**src/rtl/serial_fifo_pkg.sv**
```systemverilog
// serial_fifo_pkg: shared definitions for the FIFO-based UART controller.
//   - register offsets (addr_i values)
//   - STATUS / CTRL bit positions
//   - TX FSM state encoding
//   - CLOG2 helper used to size FIFO pointers
package serial_fifo_pkg;

   localparam logic [1:0] REG_DATA   = 2'd0;
   localparam logic [1:0] REG_STATUS = 2'd1;
   localparam logic [1:0] REG_CTRL   = 2'd2;
   localparam logic [1:0] REG_CLEAR  = 2'd3;

   // STATUS fields
   localparam int ST_TX_NFULL   = 0;
   localparam int ST_RX_NEMPTY  = 1;
   localparam int ST_RX_OVR     = 2;
   localparam int ST_TX_OVF     = 3;
   localparam int ST_RX_CNT_LSB = 8;
   localparam int ST_TX_CNT_LSB = 16;

   // CTRL fields
   localparam int CT_RX_IE   = 0;
   localparam int CT_TX_IE   = 1;
   localparam int CT_THR_LSB = 8;

   localparam logic [3:0] RX_THRESH_RST = 4'd1;

   typedef enum logic [1:0] {
      TX_IDLE  = 2'd0,
      TX_START = 2'd1,
      TX_GUARD = 2'd2,
      TX_WAIT  = 2'd3
   } tx_state_t;

   function automatic int CLOG2(input int n);
      int r;
      r = 0;
      for (int i = 0; i < 31; i++)
         if ((1 << i) < n) r = i + 1;
      return r;
   endfunction

endpackage

```
**src/rtl/serial_fifo_ctrl_sync_fifo.sv**
```systemverilog
// sync_fifo: single-clock first-word-fall-through FIFO.
//   push/din  - write request, ignored when full
//   pop       - read request, ignored when empty
//   dout      - head entry, shown combinationally
//   full/empty/count - occupancy from pointers that carry one extra wrap bit
// Storage is deliberately not reset; only the pointers are.
module sync_fifo
   import serial_fifo_pkg::*;
#(
   parameter int DEPTH = 16,
   parameter int WIDTH = 8
) (
   input  logic                     clk,
   input  logic                     rst_n,
   input  logic                     push,
   input  logic                     pop,
   input  logic [WIDTH-1:0]         din,
   output logic [WIDTH-1:0]         dout,
   output logic                     full,
   output logic                     empty,
   output logic [CLOG2(DEPTH):0]    count
);

   localparam int AW = CLOG2(DEPTH);

   logic [WIDTH-1:0] r_mem [DEPTH];
   logic [AW:0]      r_wr;
   logic [AW:0]      r_rd;
   logic             w_push_ok;
   logic             w_pop_ok;

   assign w_push_ok = push & ~full;
   assign w_pop_ok  = pop & ~empty;

   always_ff @(posedge clk or negedge rst_n) begin
      if (!rst_n) begin
         r_wr <= '0;
         r_rd <= '0;
      end else begin
         if (w_push_ok) r_wr <= r_wr + {{AW{1'b0}}, 1'b1};
         if (w_pop_ok)  r_rd <= r_rd + {{AW{1'b0}}, 1'b1};
      end
   end

   always_ff @(posedge clk) begin
      if (w_push_ok) r_mem[r_wr[AW-1:0]] <= din;
   end

   // Extra MSB distinguishes full from empty when the index bits match.
   assign full  = (r_wr[AW] != r_rd[AW]) && (r_wr[AW-1:0] == r_rd[AW-1:0]);
   assign empty = (r_wr == r_rd);
   assign count = r_wr - r_rd;
   assign dout  = r_mem[r_rd[AW-1:0]];

endmodule

```
**src/rtl/serial_fifo_ctrl.sv**
```systemverilog
// serial_fifo_ctrl: memory-mapped UART controller with RX/TX FIFOs.
//   CPU side : enable_i, readEnable_i, addr_i, dataSave_i -> dataLoad_o
//   IRQ      : int_o (registered, COM bit)
//   RX side  : rxdReady_i pulse + rxdData_i from async_receiver
//   TX side  : txdStart_o strobe + txdData_o to async_transmitter, txdBusy_i back
module serial_fifo_ctrl
   import serial_fifo_pkg::*;
#(
   parameter int RX_DEPTH = 16,
   parameter int TX_DEPTH = 16,
   parameter int DATA_W   = 8
) (
   input  logic              clk,
   input  logic              rst_n,
   input  logic              enable_i,
   input  logic              readEnable_i,
   input  logic [1:0]        addr_i,
   input  logic [31:0]       dataSave_i,
   output logic [31:0]       dataLoad_o,
   output logic              int_o,
   input  logic              rxdReady_i,
   input  logic [DATA_W-1:0] rxdData_i,
   input  logic              txdBusy_i,
   output logic              txdStart_o,
   output logic [DATA_W-1:0] txdData_o
);

   localparam int RX_AW = CLOG2(RX_DEPTH);
   localparam int TX_AW = CLOG2(TX_DEPTH);

   logic              r_enable_q;
   logic              w_acc, w_rd_acc, w_wr_acc;
   logic              w_rx_pop, w_tx_push, w_ctrl_wr, w_clr_wr;
   logic              w_rx_full, w_rx_empty, w_tx_full, w_tx_empty;
   logic [RX_AW:0]    w_rx_count;
   logic [TX_AW:0]    w_tx_count;
   logic [7:0]        w_rx_cnt8, w_tx_cnt8;
   logic [DATA_W-1:0] w_rx_dout, w_tx_dout;
   logic              w_tx_pop;
   logic              r_rx_ie, r_tx_ie, r_rx_ovr, r_tx_ovf, r_int;
   logic [3:0]        r_rx_thresh, w_thr_eff;
   logic              w_int_nxt;
   logic [31:0]       w_load;
   logic [DATA_W-1:0] r_txd_data;
   tx_state_t         r_state, w_state_nxt;

   // One side effect per CPU access even though enable_i is held.
   assign w_acc     = enable_i & ~r_enable_q;
   assign w_rd_acc  = w_acc & readEnable_i;
   assign w_wr_acc  = w_acc & ~readEnable_i;
   assign w_rx_pop  = w_rd_acc & (addr_i == REG_DATA);
   assign w_tx_push = w_wr_acc & (addr_i == REG_DATA);
   assign w_ctrl_wr = w_wr_acc & (addr_i == REG_CTRL);
   assign w_clr_wr  = w_wr_acc & (addr_i == REG_CLEAR);

   sync_fifo #(.DEPTH(RX_DEPTH), .WIDTH(DATA_W)) u_rx_fifo (
      .clk(clk), .rst_n(rst_n), .push(rxdReady_i), .pop(w_rx_pop),
      .din(rxdData_i), .dout(w_rx_dout), .full(w_rx_full),
      .empty(w_rx_empty), .count(w_rx_count)
   );

   sync_fifo #(.DEPTH(TX_DEPTH), .WIDTH(DATA_W)) u_tx_fifo (
      .clk(clk), .rst_n(rst_n), .push(w_tx_push), .pop(w_tx_pop),
      .din(dataSave_i[DATA_W-1:0]), .dout(w_tx_dout), .full(w_tx_full),
      .empty(w_tx_empty), .count(w_tx_count)
   );

   assign w_rx_cnt8 = 8'(w_rx_count);
   assign w_tx_cnt8 = 8'(w_tx_count);

   always_ff @(posedge clk or negedge rst_n) begin
      if (!rst_n) begin
         r_enable_q  <= 1'b0;
         r_rx_ie     <= 1'b0;
         r_tx_ie     <= 1'b0;
         r_rx_thresh <= RX_THRESH_RST;
         r_rx_ovr    <= 1'b0;
         r_tx_ovf    <= 1'b0;
         r_int       <= 1'b0;
      end else begin
         r_enable_q <= enable_i;
         if (w_ctrl_wr) begin
            r_rx_ie     <= dataSave_i[CT_RX_IE];
            r_tx_ie     <= dataSave_i[CT_TX_IE];
            r_rx_thresh <= dataSave_i[CT_THR_LSB +: 4];
         end
         // A new error in the same cycle as its clear wins, so no event is lost.
         r_rx_ovr <= (rxdReady_i & w_rx_full) |
                     (r_rx_ovr & ~(w_clr_wr & dataSave_i[ST_RX_OVR]));
         r_tx_ovf <= (w_tx_push & w_tx_full) |
                     (r_tx_ovf & ~(w_clr_wr & dataSave_i[ST_TX_OVF]));
         r_int    <= w_int_nxt;
      end
   end

   // A threshold of 0 behaves like 1 so an enabled RX irq never fires on empty.
   assign w_thr_eff = (r_rx_thresh == 4'd0) ? 4'd1 : r_rx_thresh;
   assign w_int_nxt = (r_rx_ie & ((w_rx_cnt8 >= {4'd0, w_thr_eff}) | r_rx_ovr)) |
                      (r_tx_ie & w_tx_empty & (r_state == TX_IDLE));
   assign int_o     = r_int;

   always_comb begin
      w_load = '0;
      case (addr_i)
         REG_DATA:   if (!w_rx_empty) w_load[DATA_W-1:0] = w_rx_dout;
         REG_STATUS: begin
            w_load[ST_TX_NFULL]          = ~w_tx_full;
            w_load[ST_RX_NEMPTY]         = ~w_rx_empty;
            w_load[ST_RX_OVR]            = r_rx_ovr;
            w_load[ST_TX_OVF]            = r_tx_ovf;
            w_load[ST_RX_CNT_LSB +: 8]   = w_rx_cnt8;
            w_load[ST_TX_CNT_LSB +: 8]   = w_tx_cnt8;
         end
         REG_CTRL: begin
            w_load[CT_RX_IE]             = r_rx_ie;
            w_load[CT_TX_IE]             = r_tx_ie;
            w_load[CT_THR_LSB +: 4]      = r_rx_thresh;
         end
         default: ;
      endcase
   end
   assign dataLoad_o = w_load;

   // TX FSM state register and output data latch
   always_ff @(posedge clk or negedge rst_n) begin
      if (!rst_n) begin
         r_state    <= TX_IDLE;
         r_txd_data <= '0;
      end else begin
         r_state <= w_state_nxt;
         if (w_tx_pop) r_txd_data <= w_tx_dout;
      end
   end

   always_comb begin
      w_state_nxt = r_state;
      w_tx_pop    = 1'b0;
      case (r_state)
         TX_IDLE: if (!w_tx_empty && !txdBusy_i) begin
            w_tx_pop    = 1'b1;
            w_state_nxt = TX_START;
         end
         TX_START: w_state_nxt = TX_GUARD;
         // Transmitter needs a cycle before txdBusy_i reflects the new frame.
         TX_GUARD: w_state_nxt = TX_WAIT;
         TX_WAIT:  if (!txdBusy_i) w_state_nxt = TX_IDLE;
         default:  w_state_nxt = TX_IDLE;
      endcase
   end

   assign txdStart_o = (r_state == TX_START);
   assign txdData_o  = r_txd_data;

endmodule
```
**config.mk**
```make
export PLATFORM = sky130hd
export DESIGN_NAME = serial_fifo_ctrl
export DESIGN_NICKNAME = d
export VERILOG_FILES = /design/src/rtl/serial_fifo_pkg.sv /design/src/rtl/serial_fifo_ctrl_sync_fifo.sv /design/src/rtl/serial_fifo_ctrl.sv
export SDC_FILE = /design/constraint.sdc
export NUM_CORES = 1
export LEC_CHECK = 0
export BUFFER_PORTS_ARGS = -buffer_cell sky130_fd_sc_hd__clkbuf_2
export CAP_MARGIN = 30
export CORE_ASPECT_RATIO = 1.75
export CORE_MARGIN = 5
export CORE_UTILIZATION = 45
export DETAILED_ROUTE_END_ITERATION = 16
export PLACE_DENSITY = 0.68
export SETUP_SLACK_MARGIN = 0.02
export SLEW_MARGIN = 20
export SYNTH_ARGS = -nofsm -noshare
export SYNTH_HDL_FRONTEND = slang
export SYNTH_SLANG_ARGS = --single-unit
export TNS_END_PERCENT = 10
```
**constraint.sdc**
```tcl
create_clock -name clk -period 5.6 [get_ports clk]
set_input_delay 0.28 -clock clk [delete_from_list [all_inputs] [get_ports clk]]
set_output_delay 0.28 -clock clk [all_outputs]
set_load 0.05 [all_outputs]
```
* Yosys cells after proc, flatten, opt, wreduce, memory -nomap -nowiden
Memory sizes are Yosys's and may differ from the RTL's. A register that Yosys moved wholly into a read port is not among the register bits.
Cells that the tools add are included.
** Storage, ports and cells
- Register bits :: 32
- Memory bits (writable) :: 256
- Input bits :: 48
- Logic and storage cells :: 93
- Memories kept :: 2
** Cells by class
- $add $sub $neg :: 6
- Order comparisons :: 1
- Equality and inequality tests :: 14
- Mux-type cells :: 16
- Bitwise logic cells :: 32
- Reduce and logical (&&, ||, !) cells :: 10
** Memories
- u_rx_fifo.r_mem :: depth 16, bits a word 8, read ports 1, clocked after memory_dff 0, wr ports 1, line serial_fifo_ctrl_sync_fifo.sv:26 : logic [WIDTH-1:0] r_mem [DEPTH];
- u_tx_fifo.r_mem :: depth 16, bits a word 8, read ports 1, clocked after memory_dff 1, wr ports 1, line serial_fifo_ctrl_sync_fifo.sv:26
** Operator list (number)
- $add 5x1->5 const B :: 4
- $and 1x1->1 :: 20
- $eq 5x5->1 :: 2
- $sub 5x5->5 :: 2
- $mux 9 :: 1
- $eq 2x2->1 const B :: 4
- $eq 4x4->1 :: 2
- $mux 4 :: 2
- $mux 8 :: 1
- $not 1->1 :: 8
- $pmux 2 s4 :: 1
- $pmux 4 s2 :: 1
- $mux 1 :: 6
- $pmux 2 s3 :: 1
- $ge 5x4->1 :: 1
- $eq 2x1->1 const B :: 2
- $logic_not 2->1 :: 2
- $logic_not 4->1 :: 1
- $mux 2 :: 2
- $or 1x1->1 :: 4
- $pmux 2 s2 :: 1
- $logic_and 1x1->1 :: 3
- $logic_not 1->1 :: 3
- $ne 1x1->1 :: 2
- other kinds (3) :: 3

* Longest topological paths before layout
- Depth after elaboration :: 8
- Depth in mapped cells :: 12

* By module
From an unflattened synthesis, not the netlist that was laid out.
** Unflattened totals
- Cell total of the unflattened synthesis :: 759
- Area total of the unflattened synthesis :: 12826.1 µm²
** By module, submodules not included
- sync_fifo :: instances 2, cells an instance 316, area each 5743.0 µm², sequential area each 4093.9 µm²
- serial_fifo_ctrl :: instances 1, cells an instance 127, area each 1340.0 µm², sequential area each 501.7 µm²

* Worst setup path before layout
Ideal clock, no wire load.
- Path kind :: reg2out
- Start point :: reg u_rx_fifo.r_rd[2]
- End point :: out dataLoad_o[4]
- Data arrival time :: 3262 ps
- Setup slack :: 2058 ps
- Cell stages (with the launch flop) :: 9
- Path buffers :: 3
- Path through :: dfrtp_1 -> buf_4 -> buf_4 -> buf_2 -> inv_1 -> ha_1 -> nand4_1 -> o21ai_1 -> nor4_1
** On the way
- Word-level cells in the longest chain between the ends :: 3
- Elaborated cells on any way between the ends :: 4
- Classes of those cells :: eq/ne: 1; mux: 2; memory: 1
** Ends and longest elaborated chain
- from (decl) :: line serial_fifo_ctrl_sync_fifo.sv:28 : logic [AW:0] r_rd;
- from (signal assigned) :: line serial_fifo_ctrl_sync_fifo.sv:41 : if (w_pop_ok) r_rd <= r_rd + {{AW{1'b0}}, 1'b1};
- $mem_v2 16x8 or $eq 5x5->1 (tied branches)
- $mux 8 (*) :: line serial_fifo_ctrl.sv:105 : REG_DATA: if (!w_rx_empty) w_load[DATA_W-1:0] = w_rx_dout;
- $mux 4 (*) :: line serial_fifo_ctrl.sv:104 : case (addr_i)
- to (decl) :: line serial_fifo_ctrl.sv:19 : output logic [31:0] dataLoad_o,
Every way passes the cells marked *; elsewhere a longest branch is shown, timed or not.

* Worst setup path after layout
- Start point :: reg u_rx_fifo.r_rd[1]
- End point :: out dataLoad_o[0]
** On the way
- Word-level cells in the longest chain between the ends :: 3
- Elaborated cells on any way between the ends :: 4
- Classes of those cells :: eq/ne: 1; mux: 2; memory: 1
** Ends and longest elaborated chain (line)
- $mem_v2 16x8 or $eq 5x5->1 (tied branches)
- $mux 8 (*) :: serial_fifo_ctrl.sv:105
- $pmux 2 s3 (*) :: serial_fifo_ctrl.sv:104
Marks and branches as above.

==> results summary <==
The flow ran to the end, and the final reports show no timing, DRC or antenna violations. The share of the yosys chip area belonging to registers came out at 69.1%. Clock-pin slew was measured on the worst setup and hold paths at 0.07 ns.

The global-route congestion overflow total is 0. In this run the most critical hold path is launched from dataSave_i[11]. The cell depth of the worst hold path is 3. In this run the worst hold path is classified as in -> reg. The total buffers and inverters traversed by the critical path came out at 4. The share of the cycle needed by the critical path after routing came out at 69.3%. The shortest period the worst path allows is 3.88 ns.

Setup repair after global routing left no endpoint under its margin. The area used by sequential logic in the layout is 0.00869 mm2. Data on the critical path is required at its endpoint by 5.32 ns. The count of antenna diodes in the layout came out at 0.

Row generation in the floorplan step produced 81 rows. The number of antenna violations at the first check in global routing is 0. The number of setup violations in the final report came out at 0. The worst-case hold path end point is r_rx_thresh[3]$_DFFE_PN0P_.

The register-to-register setup slack is 2.09 ns. After synthesis, the largest family of logic cells by area is multiplexers. The total wire length is 26.5 mm. The signal on the critical path passes through buf_4 > clkinv_1 > ha_1 > nand4_1 > o21ai_1 > buf_4 > nor4_1 > or3_1 > clkbuf_2. TritonCTS created 26 clock buffers. The compound-cell area share of the yosys netlist came out at 4.21%. The worst-margin pin slew came out at 0.919 ns. The global-route wire length before repair is 40.0 mm. Clock tree synthesis selected as its root buffer the cell sky130_fd_sc_hd__clkbuf_16. On the worst path, the slowest cell contributes a delay of 0.45 ns.

The starting density of the core is 45.3%. The number of max-cap violations is 0. The post-layout net count is 897. From synthesis to final layout, the design area changed by 12.9%. The worst setup path is launched from a flip-flop. The number of setup buffers added after CTS came out at 0. The nature of the critical path endpoint is a primary output. The CTS sink count came out at 296. The hold violation count in the final report came out at 0. The aggregate negative setup slack is 0 ns. The synthesized cell area came out at 0.0126 mm2.

Along the worst path, the maximum fanout reaches 25. The cell that appears most often on the critical path is sky130_fd_sc_hd__buf_4. The worst slew margin relative to its limit came out at 38.1%. The average via count per standard cell came out at 5.43.

The post-synthesis simple-gate area fraction came out at 5.91%. The largest clock skew in the final design is 0.0138 ns. Among cell families on the critical path, the largest total delay comes from buffers and inverters.

The area enclosed by the die boundary came out at 0.0315 mm2. The post-synthesis cell type count is 56. The share of flip-flops with an asynchronous set or reset is 13.5%.

Counting tap cells, the placed design contains a total of 1156 instances. The height of the chip came out at 231 um. The maximum number of buffers from clock root to sink is 3. Entering global routing, the biggest net connects 48 pins. The post-route DRC violation count is 0. The number of fill cells in the layout is 2328. The critical path is of the reg -> out type. The via count of the routed design came out at 6560. The adder-cell area share of the yosys netlist is 3.40%. In this run the horizontal extent of the chip is 136 um. Counting every instance in the synthesized netlist gives 738.

The CTS tree is built. The xor/xnor cell area share of the yosys netlist is 1.67%. The number of storage elements in the synthesis netlist came out at 296. The filler-free cell count of the finished design is 1209. The number of gates resized after cts came out at 0. The clock latency at the later pin of the worst-skew pair came out at 0.54 ns. The fmax is 258 MHz. The max-slew violation total from the final report is 0.

The data arrival time of the worst path came out at 3.60 ns. The post-layout utilization of the core came out at 51.1%. The number of levels the H-tree was split into came out at 1. The largest voltage drop on the vdd net is 316 uV.

Dividing total power by cell area gives a power density of 481 mW/mm2. The count of flip-flops with a built-in enable after synthesis came out at 256. Before antenna repair, the detailed router went through 4 iterations. Detailed placement ended at an HPWL of 18.9 mm. A synthesized cell averages 17.0 um2. On the critical path, the stage with the largest delay is an instance of sky130_fd_sc_hd__ha_1.

The multi-input combinational cells in the finished layout cover a total of 0.00356 mm2. Measured in cells, the most critical reg-to-reg path has a length of 7. The number of hold buffers added after CTS was 3. The layout cell share with drive strength beyond 1 is 20.5%. In the final routed layout, each cell accounts on average for 21.9 um.

The I/O pin count is 90. The count of nets left with antenna violations once routing finished came out at 0. The count of buffers inserted at the top-level ports is 55.

The most used flip-flop cell after synthesis is sky130_fd_sc_hd__edfxtp_1. Global routing used 17.0% of the available tracks across all layers. The violation count after the first detailed-routing iteration is 341. The congestion estimate from routability-driven global placement came to 0.789.

The number of global-route vias before repair is 6856. The worst reg2reg path endpoint is u_rx_fifo.r_mem[6][7]$_DFFE_PP_. The core region area is 0.0278 mm2. The multiplexer area fraction after synthesis came out at 12.6%. The leakage power total is 5.05 nW. The total of warnings raised by yosys is 0. In this run the critical register-to-register path is launched from u_rx_fifo.r_rd[1]$_DFFE_PN0P_.
==> synth_stat cells, types with 3 or more instances <==
cell type / count / area [um2]
sky130_fd_sc_hd__a2111oi_1: 6 / 60.1
sky130_fd_sc_hd__a211oi_1: 5 / 37.5
sky130_fd_sc_hd__a21o_1: 4 / 30.0
sky130_fd_sc_hd__a21oi_1: 6 / 30.0
sky130_fd_sc_hd__and2_1: 23 / 144
sky130_fd_sc_hd__and3_1: 7 / 43.8
sky130_fd_sc_hd__buf_2: 13 / 65.1
sky130_fd_sc_hd__buf_4: 18 / 135
sky130_fd_sc_hd__buf_6: 3 / 33.8
sky130_fd_sc_hd__clkbuf_1: 8 / 30.0
sky130_fd_sc_hd__dfrtp_1: 39 / 976
sky130_fd_sc_hd__edfxtp_1: 256 / 7690
sky130_fd_sc_hd__ha_1: 31 / 388
sky130_fd_sc_hd__inv_1: 31 / 116
sky130_fd_sc_hd__mux2_2: 5 / 56.3
sky130_fd_sc_hd__mux2i_1: 31 / 310
sky130_fd_sc_hd__mux4_1: 11 / 289
sky130_fd_sc_hd__mux4_2: 41 / 923
sky130_fd_sc_hd__nand2_1: 32 / 120
sky130_fd_sc_hd__nand3_1: 7 / 35.0
sky130_fd_sc_hd__nand4_1: 8 / 50.1
sky130_fd_sc_hd__nor2_1: 23 / 86.3
sky130_fd_sc_hd__nor2b_1: 6 / 37.5
sky130_fd_sc_hd__nor3_1: 5 / 25.0
sky130_fd_sc_hd__nor3b_1: 6 / 45.0
sky130_fd_sc_hd__nor4_1: 15 / 93.8
sky130_fd_sc_hd__o21ai_0: 13 / 65.1
sky130_fd_sc_hd__o21ai_1: 8 / 40.0
sky130_fd_sc_hd__o22ai_1: 17 / 106
sky130_fd_sc_hd__o31ai_1: 3 / 22.5
sky130_fd_sc_hd__xnor2_1: 20 / 175
sky130_fd_sc_hd__xor2_1: 4 / 35.0
==> routing by layer <==
layer	share of wire [%]	global-route usage (%)
met1	35	17.9
met5	0	0
met2	57	33.1
met3	4.8	2.74
met4	3.3	6.65
==> cell type report <==
| class | count | share of cell area [%] |
|---|---|---|
| flip-flops and latches | 296 | 61.2 |
| multi-input cells | 378 | 25.1 |
| clock buffers | 37 | 5.09 |
| repair buffers | 81 | 3.65 |
| well taps | 373 | 3.29 |
| inverters | 33 | 0.872 |
| clock inverters | 11 | 0.793 |
==> worst max path at each step <==
stage | start | to | slack [ns] | cells past startpoint
global route | u_rx_fifo.r_rd[1]$_DFFE_PN0P_ | dataLoad_o[0] | 1.51 | 9
floorplan | u_rx_fifo.r_rd[2]$_DFFE_PN0P_ | dataLoad_o[4] | 2.06 | 8
finish | u_rx_fifo.r_rd[1]$_DFFE_PN0P_ | dataLoad_o[0] | 1.72 | 9
global placement | u_rx_fifo.r_rd[1]$_DFFE_PN0P_ | dataLoad_o[0] | 1.95 | 8
detailed placement | u_rx_fifo.r_rd[1]$_DFFE_PN0P_ | dataLoad_o[0] | 1.92 | 8
CTS | u_rx_fifo.r_rd[1]$_DFFE_PN0P_ | dataLoad_o[0] | 1.34 | 8
==> worst register-to-register path, cell delays in order, from the launching register on <==
cell                       delay [ns]
sky130_fd_sc_hd__dfrtp_1         0.32
sky130_fd_sc_hd__buf_4           0.34
sky130_fd_sc_hd__clkinv_1        0.44
sky130_fd_sc_hd__ha_1            0.45
sky130_fd_sc_hd__nand4_1         0.22
sky130_fd_sc_hd__o21ai_0         0.80
sky130_fd_sc_hd__nor3b_1         0.18
sky130_fd_sc_hd__and2_1          0.43
==> cells by family after synthesis <==
group / after synthesis
other: 1
muxes: 88
buffers and inverters: 77
adders and majority gates: 33
DFF: 296
and+or+nand+nor: 141
AOI/OAI and AO/OA: 78
xor gates and xnor gates: 24
==> cell usage in the layout (no fill, tap or decap), drive strengths merged, types with 21 or more instances in the layout <==
master,n
mux2i,31
mux4,52
buf,23
dfrtp,39
inv,31
o21ai,21
ha,31
nor2,23
and2,23
nand2,32
clkbuf,92
edfxtp,256
==> per-stage QoR <==
step / area [um2] / hold slack, ns / power [mW] / setup slack [ns]
final: 14200 / 0.00181 / 6.83 / 1.72
after global routing: 14200 / 0.0185 / 7.19 / 1.51
after CTS: 14200 / 0.00694 / 6.90 / 1.34
after detailed placement: 13300 / 0.179 / 5.14 / 1.92
after global placement: 13200 / 0.448 / 5.09 / 1.95
after floorplan: 12600 / -0.0156 / 4.57 / 2.06
==> power breakdown <==
group,internal (mW),switching [mW],leakage (nW)
logic,0.917,1.38,1.86
clock network,0.994,0.759,0.394
registers,2.62,0.164,2.80
==> state kept, by name, indices dropped and copies added, names as in the netlist, 2 cells and up <==
name	count
u_rx_fifo.r_mem	128
u_tx_fifo.r_mem	128
txdData_o	8
u_rx_fifo.r_rd	5
u_rx_fifo.r_wr	5
u_tx_fifo.r_rd	5
u_tx_fifo.r_wr	5
r_rx_thresh	4
r_state	2
Power figures use the tool's default switching activity.
